## src/rtl/sha256_sched_pkg.sv

```systemverilog
// Shared types and sizes for the SHA-256 core scheduler.
//   state_t   : scheduler FSM states
//   WORD_W    : width of one core bus word
//   BLOCK_W   : message block width (sixteen words)
//   DIGEST_W  : digest width (eight words)
//   WORDS_IN  : words streamed into the core per block
//   WORDS_OUT : digest words read back from the core
package sha256_sched_pkg;

  localparam int WORD_W    = 32;
  localparam int WORDS_IN  = 16;
  localparam int WORDS_OUT = 8;
  localparam int BLOCK_W   = WORD_W * WORDS_IN;
  localparam int DIGEST_W  = WORD_W * WORDS_OUT;

  typedef enum logic [2:0] {
    ST_IDLE,
    ST_LOAD,
    ST_WAIT,
    ST_READ,
    ST_DONE
  } state_t;

endpackage

```

## src/rtl/sha256_sched_rr_arb2.sv

```systemverilog
// Two-way round-robin arbiter.
//   clk, rst : clock, asynchronous active-high reset
//   req      : per-requester request levels
//   upd      : advance the pointer (asserted once per finished transaction)
//   upd_idx  : index of the requester that was just served
//   any      : at least one request present
//   win      : index of the winning requester
// The pointer names the requester that wins a tie; it moves only when a
// transaction finishes, so a grant cannot change under an active requester.
module rr_arb2 (
  input  logic       clk,
  input  logic       rst,
  input  logic [1:0] req,
  input  logic       upd,
  input  logic       upd_idx,
  output logic       any,
  output logic       win
);

  logic ptr;

  always_comb begin
    any = |req;
    win = 1'b0;
    case (req)
      2'b01:   win = 1'b0;
      2'b10:   win = 1'b1;
      2'b11:   win = ptr;
      default: win = 1'b0;
    endcase
  end

  always_ff @(posedge clk or posedge rst) begin
    if (rst) begin
      ptr <= 1'b0;
    end else if (upd) begin
      ptr <= ~upd_idx;
    end
  end

endmodule

```

## src/rtl/sha256_sched.sv

```systemverilog
// Shares one SHA-256 core between two hash clients.
//   TIMEOUT        : WAIT cycles tolerated before aborting with err
//   clk, rst       : clock, asynchronous active-high reset
//   req            : per-requester request levels (held until done)
//   blk0, blk1     : 512-bit message blocks, word 0 in [511:480]
//   gnt            : one-hot grant, high for the whole transaction
//   done           : one-cycle completion pulse to the served requester
//   err            : with done, 1 = core never signalled end of computation
//   digest         : H0 in [255:224] .. H7 in [31:0]
//   core_soc       : start-of-computation, high for the whole transaction
//   core_rd        : digest read strobe
//   core_data_out  : message word onto the shared core bus
//   core_data_oe   : drive enable for the shared core bus
//   core_eoc       : end-of-computation from the core
//   core_hash      : digest word currently presented by the core
module sha256_sched
  import sha256_sched_pkg::*;
#(
  parameter int unsigned TIMEOUT = 128
) (
  input  logic                clk,
  input  logic                rst,
  input  logic [1:0]          req,
  input  logic [BLOCK_W-1:0]  blk0,
  input  logic [BLOCK_W-1:0]  blk1,
  output logic [1:0]          gnt,
  output logic [1:0]          done,
  output logic                err,
  output logic [DIGEST_W-1:0] digest,
  output logic                core_soc,
  output logic                core_rd,
  output logic [WORD_W-1:0]   core_data_out,
  output logic                core_data_oe,
  input  logic                core_eoc,
  input  logic [WORD_W-1:0]   core_hash
);

  // One counter serves LOAD (0..15), WAIT (0..TIMEOUT) and READ (0..7).
  localparam int CNT_W = ($clog2(TIMEOUT + 1) > 4) ? $clog2(TIMEOUT + 1) : 4;

  state_t             state;
  logic [CNT_W-1:0]   cnt;
  logic               idx;
  logic [BLOCK_W-1:0] blk_q;
  logic [BLOCK_W-1:0] sel_blk;
  logic               arb_any;
  logic               arb_win;

  rr_arb2 u_arb (
    .clk     (clk),
    .rst     (rst),
    .req     (req),
    .upd     (state == ST_DONE),
    .upd_idx (idx),
    .any     (arb_any),
    .win     (arb_win)
  );

  assign sel_blk = arb_win ? blk1 : blk0;

  // Block copy kept pre-shifted by one word: word 0 goes straight from the
  // requester's input onto the bus at the grant edge, so the top word of
  // blk_q is always the word to drive next.
  always_ff @(posedge clk) begin
    if (state == ST_IDLE && arb_any) begin
      blk_q <= {sel_blk[BLOCK_W-WORD_W-1:0], {WORD_W{1'b0}}};
    end else if (state == ST_LOAD) begin
      blk_q <= {blk_q[BLOCK_W-WORD_W-1:0], {WORD_W{1'b0}}};
    end
  end

  always_ff @(posedge clk or posedge rst) begin
    if (rst) begin
      state         <= ST_IDLE;
      cnt           <= '0;
      idx           <= 1'b0;
      gnt           <= 2'b00;
      done          <= 2'b00;
      err           <= 1'b0;
      digest        <= '0;
      core_soc      <= 1'b0;
      core_rd       <= 1'b0;
      core_data_out <= '0;
      core_data_oe  <= 1'b0;
    end else begin
      case (state)
        // IDLE: grant and present word 0 on the same edge.
        ST_IDLE: begin
          cnt <= '0;
          if (arb_any) begin
            idx           <= arb_win;
            gnt           <= arb_win ? 2'b10 : 2'b01;
            core_soc      <= 1'b1;
            core_data_oe  <= 1'b1;
            core_data_out <= sel_blk[BLOCK_W-1 -: WORD_W];
            state         <= ST_LOAD;
          end
        end
        // LOAD: one message word per cycle.
        ST_LOAD: begin
          if (cnt == CNT_W'(WORDS_IN - 1)) begin
            cnt           <= '0;
            core_data_oe  <= 1'b0;
            core_data_out <= '0;
            state         <= ST_WAIT;
          end else begin
            cnt           <= cnt + 1'b1;
            core_data_out <= blk_q[BLOCK_W-1 -: WORD_W];
          end
        end
        // WAIT: eoc takes priority over the timeout in the same cycle.
        ST_WAIT: begin
          if (core_eoc) begin
            cnt     <= '0;
            core_rd <= 1'b1;
            state   <= ST_READ;
          end else if (cnt == CNT_W'(TIMEOUT)) begin
            cnt      <= '0;
            core_soc <= 1'b0;
            gnt      <= 2'b00;
            done     <= gnt;
            err      <= 1'b1;
            digest   <= '0;
            state    <= ST_DONE;
          end else begin
            cnt <= cnt + 1'b1;
          end
        end
        // READ: the core walks its own address, so words arrive H0 first
        // and are shifted in from the bottom.
        ST_READ: begin
          digest <= {digest[DIGEST_W-WORD_W-1:0], core_hash};
          if (cnt == CNT_W'(WORDS_OUT - 1)) begin
            cnt      <= '0;
            core_rd  <= 1'b0;
            core_soc <= 1'b0;
            gnt      <= 2'b00;
            done     <= gnt;
            err      <= 1'b0;
            state    <= ST_DONE;
          end else begin
            cnt <= cnt + 1'b1;
          end
        end
        // DONE: single-cycle pulse; arbiter pointer advances this cycle.
        ST_DONE: begin
          done  <= 2'b00;
          err   <= 1'b0;
          state <= ST_IDLE;
        end
        default: begin
          state <= ST_IDLE;
        end
      endcase
    end
  end

endmodule

```

## config.mk

```make
export PLATFORM = sky130hd
export DESIGN_NAME = sha256_sched
export DESIGN_NICKNAME = d
export VERILOG_FILES = /design/src/rtl/sha256_sched_pkg.sv /design/src/rtl/sha256_sched_rr_arb2.sv /design/src/rtl/sha256_sched.sv
export SDC_FILE = /design/constraint.sdc
export NUM_CORES = 1
export LEC_CHECK = 0
export CORE_AREA = 2 2 523 525
export CTS_CLUSTER_SIZE = 28
export DETAILED_ROUTE_END_ITERATION = 6
export DIE_AREA = 0 0 525 527
export SLEW_MARGIN = 20
export SYNTH_ARGS = -nofsm -noshare
export SYNTH_HDL_FRONTEND = slang
export SYNTH_SLANG_ARGS = --single-unit
```

## constraint.sdc

```tcl
create_clock -name clk -period 19.6 [get_ports clk]
set_input_delay 3.92 -clock clk [delete_from_list [all_inputs] [get_ports clk]]
set_output_delay 3.92 -clock clk [all_outputs]
set_load 0.1 [all_outputs]
```

# After elaboration in Yosys (flattened, before gate mapping)

Cells that the tools add are included.

Add/sub/neg operators: 1
Eq/ne operators: 16
Multiplexer cells: 43
Bitwise operators: 1
Reduce and logical (&&, ||, !) cells: 17

Operators by type and width:

| operator              | number |
|---|---|
| $mux W512             | 3 |
| $mux W256             | 2 |
| $pmux W256 S2         | 1 |
| $mux W32              | 2 |
| $pmux W32 S2          | 1 |
| $mux W8               | 4 |
| $pmux W8 S4           | 1 |
| $mux W2               | 8 |
| $mux W3               | 5 |
| $pmux W2 S3           | 2 |
| $pmux W3 S4           | 1 |
| $ne A2 B2 Y1 const B  | 5 |
| $reduce_and A3 Y1     | 3 |
| $add A8 B1 Y8 const B | 1 |
| $eq A8 B3 Y1 const B  | 1 |
| $eq A8 B4 Y1 const B  | 1 |
| $eq A8 B8 Y1 const B  | 1 |
| $mux W1               | 8 |
| $reduce_and A4 Y1     | 2 |
| $eq A3 B2 Y1 const B  | 2 |
| $pmux W1 S2           | 3 |
| $pmux W1 S3           | 2 |
| $reduce_bool A2 Y1    | 3 |
| $reduce_bool A3 Y1    | 2 |
| other kinds (12)      | 14 |

Register bits: 789
Input bits: 1061
Output and inout port bits: 296
Word-level logic and storage cells: 91

# Depth between registers and ports, before layout

Depth after elaboration: 5
Gate-level depth with buffers: 8

# Hierarchy

From an unflattened synthesis, not the netlist that was laid out.

Cell total of the unflattened synthesis: 2951
Area total of the unflattened synthesis: 36084.6 µm²

Modules (own cells, without submodules):

| module       | times used | cells each | area each (µm²) | seq. area each (µm²) |
|---|---|---|---|---|
| sha256_sched | 1          | 2944       | 36029.6         | 22121.2 |
| rr_arb2      | 1          | 7          | 55.1            | 25.0 |

# Worst setup path before layout

OpenSTA, ideal clock, no wires.

Path kind: input port to flip-flop
Start point: input req[1]
End point: register blk_q[100], enable pin
Setup time: 824 ps
Arrival: 13756 ps
Setup slack: 5020 ps
Stages on the path: 5
Buffers on the path: 2
Path through: or2_2 > clkbuf_1 > o21ai_1 > clkbuf_1 > inv_1

Cells in the longest elaborated chain, start to end: 3

RTL lines:

| what                         | line                       | text |
|---|---|---|
| start: declaration           | sha256_sched.sv:23         | `input logic [1:0] req,` |
| $reduce_or A2 Y1             | sha256_sched_rr_arb2.sv:23 | `any = \|req;` |
| $logic_and A1 B1 Y1          | sha256_sched.sv:65         | `if (state == ST_IDLE && arb_any) begin` |
| $reduce_bool A2 Y1 (no line) | n/a                        |  |
| end signal: assignment       | sha256_sched.sv:66         | `blk_q <= {sel_blk[BLOCK_W-WORD_W-1:0], {WORD_W{1'b0}}};` |
| end signal: assignment       | sha256_sched.sv:68         | `blk_q <= {blk_q[BLOCK_W-WORD_W-1:0], {WORD_W{1'b0}}};` |
| end: declaration             | sha256_sched.sv:44         | `logic [BLOCK_W-1:0] blk_q;` |

No other way between the ends.
A chain may end at the register's enable or synchronous reset.

# Worst setup path after layout

Start point: input req[1]
End point: register blk_q[282], data pin

Cells in the longest elaborated chain, start to end: 4
Elaborated cells between the ends (all ways): 7

RTL lines:

| what          | line                       | text |
|---|---|---|
| $eq A2 B2 Y1  | sha256_sched_rr_arb2.sv:25 | `case (req)` |
| $pmux W1 S2   | sha256_sched_rr_arb2.sv:25 |  |
| $mux W512     | sha256_sched.sv:59         | `assign sel_blk = arb_win ? blk1 : blk0;` |
| $mux W512 (*) | sha256_sched.sv:65         |  |

Every way passes the cells marked *; elsewhere a longest branch is shown, timed or not.

==> flow_summary_export.csv <==
group,metric,value,unit
status,outcome,"complete, no violations",
routing,drtIter0Drc,3152,
place,dp_hpwl,218500,um
synthesis,synth_top_area_frac,0.4092,
synthesis,synth-main-ff-cell,"edfxtp_1",
critical_path,cp.arrival,8050,ps
synthesis,syn_nets,4515,
timing,tightest_slew,1241,ps
critical_path,critPathMaxFanout,124,
critical_path,cp-end-kind,"flip-flop",
critical_path,reg2reg_slack,14530,ps
power,ir_drop,0.09303,mV
synthesis,yosysSeqAreaShare,0.6287,
timing,report.final.setup_viol,0,
timing,clock.fmax,130.7,MHz
global_routing,first_global_vias,34036,
routing,drt_pass1_iterations,6,
synthesis,synth_cell_types,42,
timing,skew,52.06,ps
clock_network,clock_latency,750,ps
die,ios,1357,
power,p_leak,21.06,nW
routing,drc,0,
min_path,whs_path_depth,2,
critical_path,crit-reg2reg-launch,"state[2]$_DFFE_PP0P_",
timing,setup_tns,0,ps
clock_network,clkSinkCount,789,
critical_path,timing_worst_setup_path_type,"input pin to flip-flop",
clock_network,tritoncts,"done",
clock_network,root_buffer,"clkbuf_16",
timing,grt_setup_unrepaired,"false",
min_path,hp-class,"flip-flop to flip-flop",
routing,drt_wl_total,261200,um
clock_network,cts_hold_buf,0,
finish,nets,5716,
routing,wl_per_cell,31.02,um
die,core,271700,sq um
routing,num_vias,34121,
critical_path,reg2reg_to,"blk_q[282]$_DFFE_PP_",
clock_network,cts_resized,0,
synthesis,yosys-top-cells-area,"edfxtp_1 (41%), dfrtp_1 (22%), nand2_1 (11%)",
clock_network,cts_made_buffers,97,
synthesis,ys_async_sr_fraction,0.3916,
global_routing,grt_overflow_total,0,
clock_network,clk_pin_slew,60,ps
power,p_per_area,177.4,nW/um^2
finish,final_core_util,0.2056,
critical_path,critPathRequiredTime,20000,ps
timing,timing.final.crit_period,7649,ps
synthesis,synth_area_per_cell,10.20,sq um
critical_path,start_kind,"input pin",
die,die-width,525,um
timing,slew_violations,0,
clock_network,postCtsSetupBuffers,0,
global_routing,grt_use_total,0.1824,
synthesis,yosys_warnings,0,
timing,hold_violations,0,
synthesis,synth_area,35230,sq um
die,dieArea,276700,sq um
synthesis,synth-edff-count,480,
synthesis,synth_cells,3452,
synthesis,yosysTopAreaCell,"edfxtp_1",
synthesis,yosysMostFrequentCell,"nand2_1",
die,start_util,0.1296,
finish,drive_gt1_frac,0.05027,
clock_network,htree_levels,3,
global_routing,grt_antenna_before_repair,268,
min_path,worstHoldStart,"blk_q[482]$_DFFE_PP_",
routing,routed_via_density,4.052,
routing,ant_nets,0,
place,portBuffers,1356,
place,gp_congestion,0.9731,
synthesis,ys_ff_latch,789,
clock_network,clk_path_buf_depth,3,
critical_path,r2r_cells,6,
die,die_h,527,um
finish,area_growth,58.57,%
global_routing,grt_pass1_wl,335300,um
min_path,min_to,"core_data_out[2]$_DFFE_PP0P_",
die,rows,192,
synthesis,synth_common_cells,"nand2_1 (1031), edfxtp_1 (480), nor2_1 (458)",
timing,period_share,0.3903,
job,drv_cap,0,
global_routing,grt_start_max_net_pins,264,
timing,slew_headroom,0.1725,
## logic make-up (layout without fill, tap and decap cells)
kind of cell    count (synthesis)  count (layout)  share of synthesized area
compound gates                804             804                     0.1610
xor+xnor                        2               2                  0.0004974
fa+ha+maj                       2               2                  0.0007103
buf+inv                       297            1579                    0.03424
flops                         789             789                     0.6287
mux                            34              34                   0.009804
other cells                     0              98                          0
simple gates                 1524            1524                     0.1650
## final cells by class
type                    instances  area, sq um
inverters                      10        52.55
clock buffers                 128         2645
diodes                         98        245.2
fillers                     29615       215800
flip-flops and latches        789        22150
multi-input cells            2366        11930
repair buffers               1389        13830
well taps                    3589         4491
clock inverters                52        513.0
## stage by stage
stage	instances	hold slack (ps)	setup WS, ps	cell area (sq um)	total power [mW]
finish	8421	468.8	11950	55850	9.907
floorplan	3452	436.1	5020	35230	6.388
CTS	8321	470.8	12060	55550	10.05
global route	8387	495.4	11730	55770	10.35
global placement	8141	449.3	11310	52400	8.141
detailed placement	8141	456.0	11280	52390	8.171
## worst max-delay path, stage by stage
cell	delay (ps)
clkdlybuf4s50_1	550
or2_2	270
and3_4	870
buf_12	530
buf_4	700
buf_4	730
a31oi_1	210
## placed cells by master, fill, tap and decap left out, types with 4 or more instances in the layout
cell type,synthesis,layout
a21oi_1,39,39
a22o_1,258,258
a31oi_1,450,450
buf_12,0,8
buf_2,73,5
buf_4,0,64
bufinv_16,0,4
clkbuf_1,211,22
clkbuf_16,0,98
clkbuf_8,0,8
clkdlybuf4s50_1,0,1308
clkinv_1,0,15
clkinv_2,0,14
clkinvlp_4,0,7
dfrtp_1,309,309
diode_2,0,98
edfxtp_1,480,480
inv_1,10,8
inv_16,0,4
mux2i_1,33,33
nand2_1,1031,1031
nand3_1,8,7
nor2_1,458,458
nor2b_1,4,4
o211ai_1,32,32
o21ai_0,13,12
## state kept, by name (all words and copies together) (netlist names), 2 cells and up
signal / cells
gnt: 2
digest: 256
done: 2
core_data_out: 32
cnt: 8
blk_q: 480
state: 3
## report_power, final
part / switching [mW] / internal, mW
Sequential: 0.759 / 2.87
Clock: 0.820 / 1.01
Combinational: 3.28 / 1.16
## how the worst max path moves through the flow
stage	from	endpoint	slack, ps	cells past startpoint
6_report	req[1]	blk_q[282]$_DFFE_PP_	11950	7
5_1_grt	req[1]	blk_q[282]$_DFFE_PP_	11730	7
4_1_cts	req[1]	blk_q[282]$_DFFE_PP_	12060	7
3_5_place_dp	req[1]	blk_q[282]$_DFFE_PP_	11280	7
3_3_place_gp	req[1]	blk_q[273]$_DFFE_PP_	11310	7
2_1_floorplan	req[1]	blk_q[100]$_DFFE_PP_	5020	5
## metal layers
layer / up-vias / track usage / routed length [um]
li1: 14875 / - / -
met1: 16741 / 0.1907 / 90340
met2: 1854 / 0.3105 / 126500
met3: 517 / 0.07817 / 28280
met4: 134 / 0.09357 / 15200
met5: - / 0 / 891
Power figures use the tool's default switching activity.
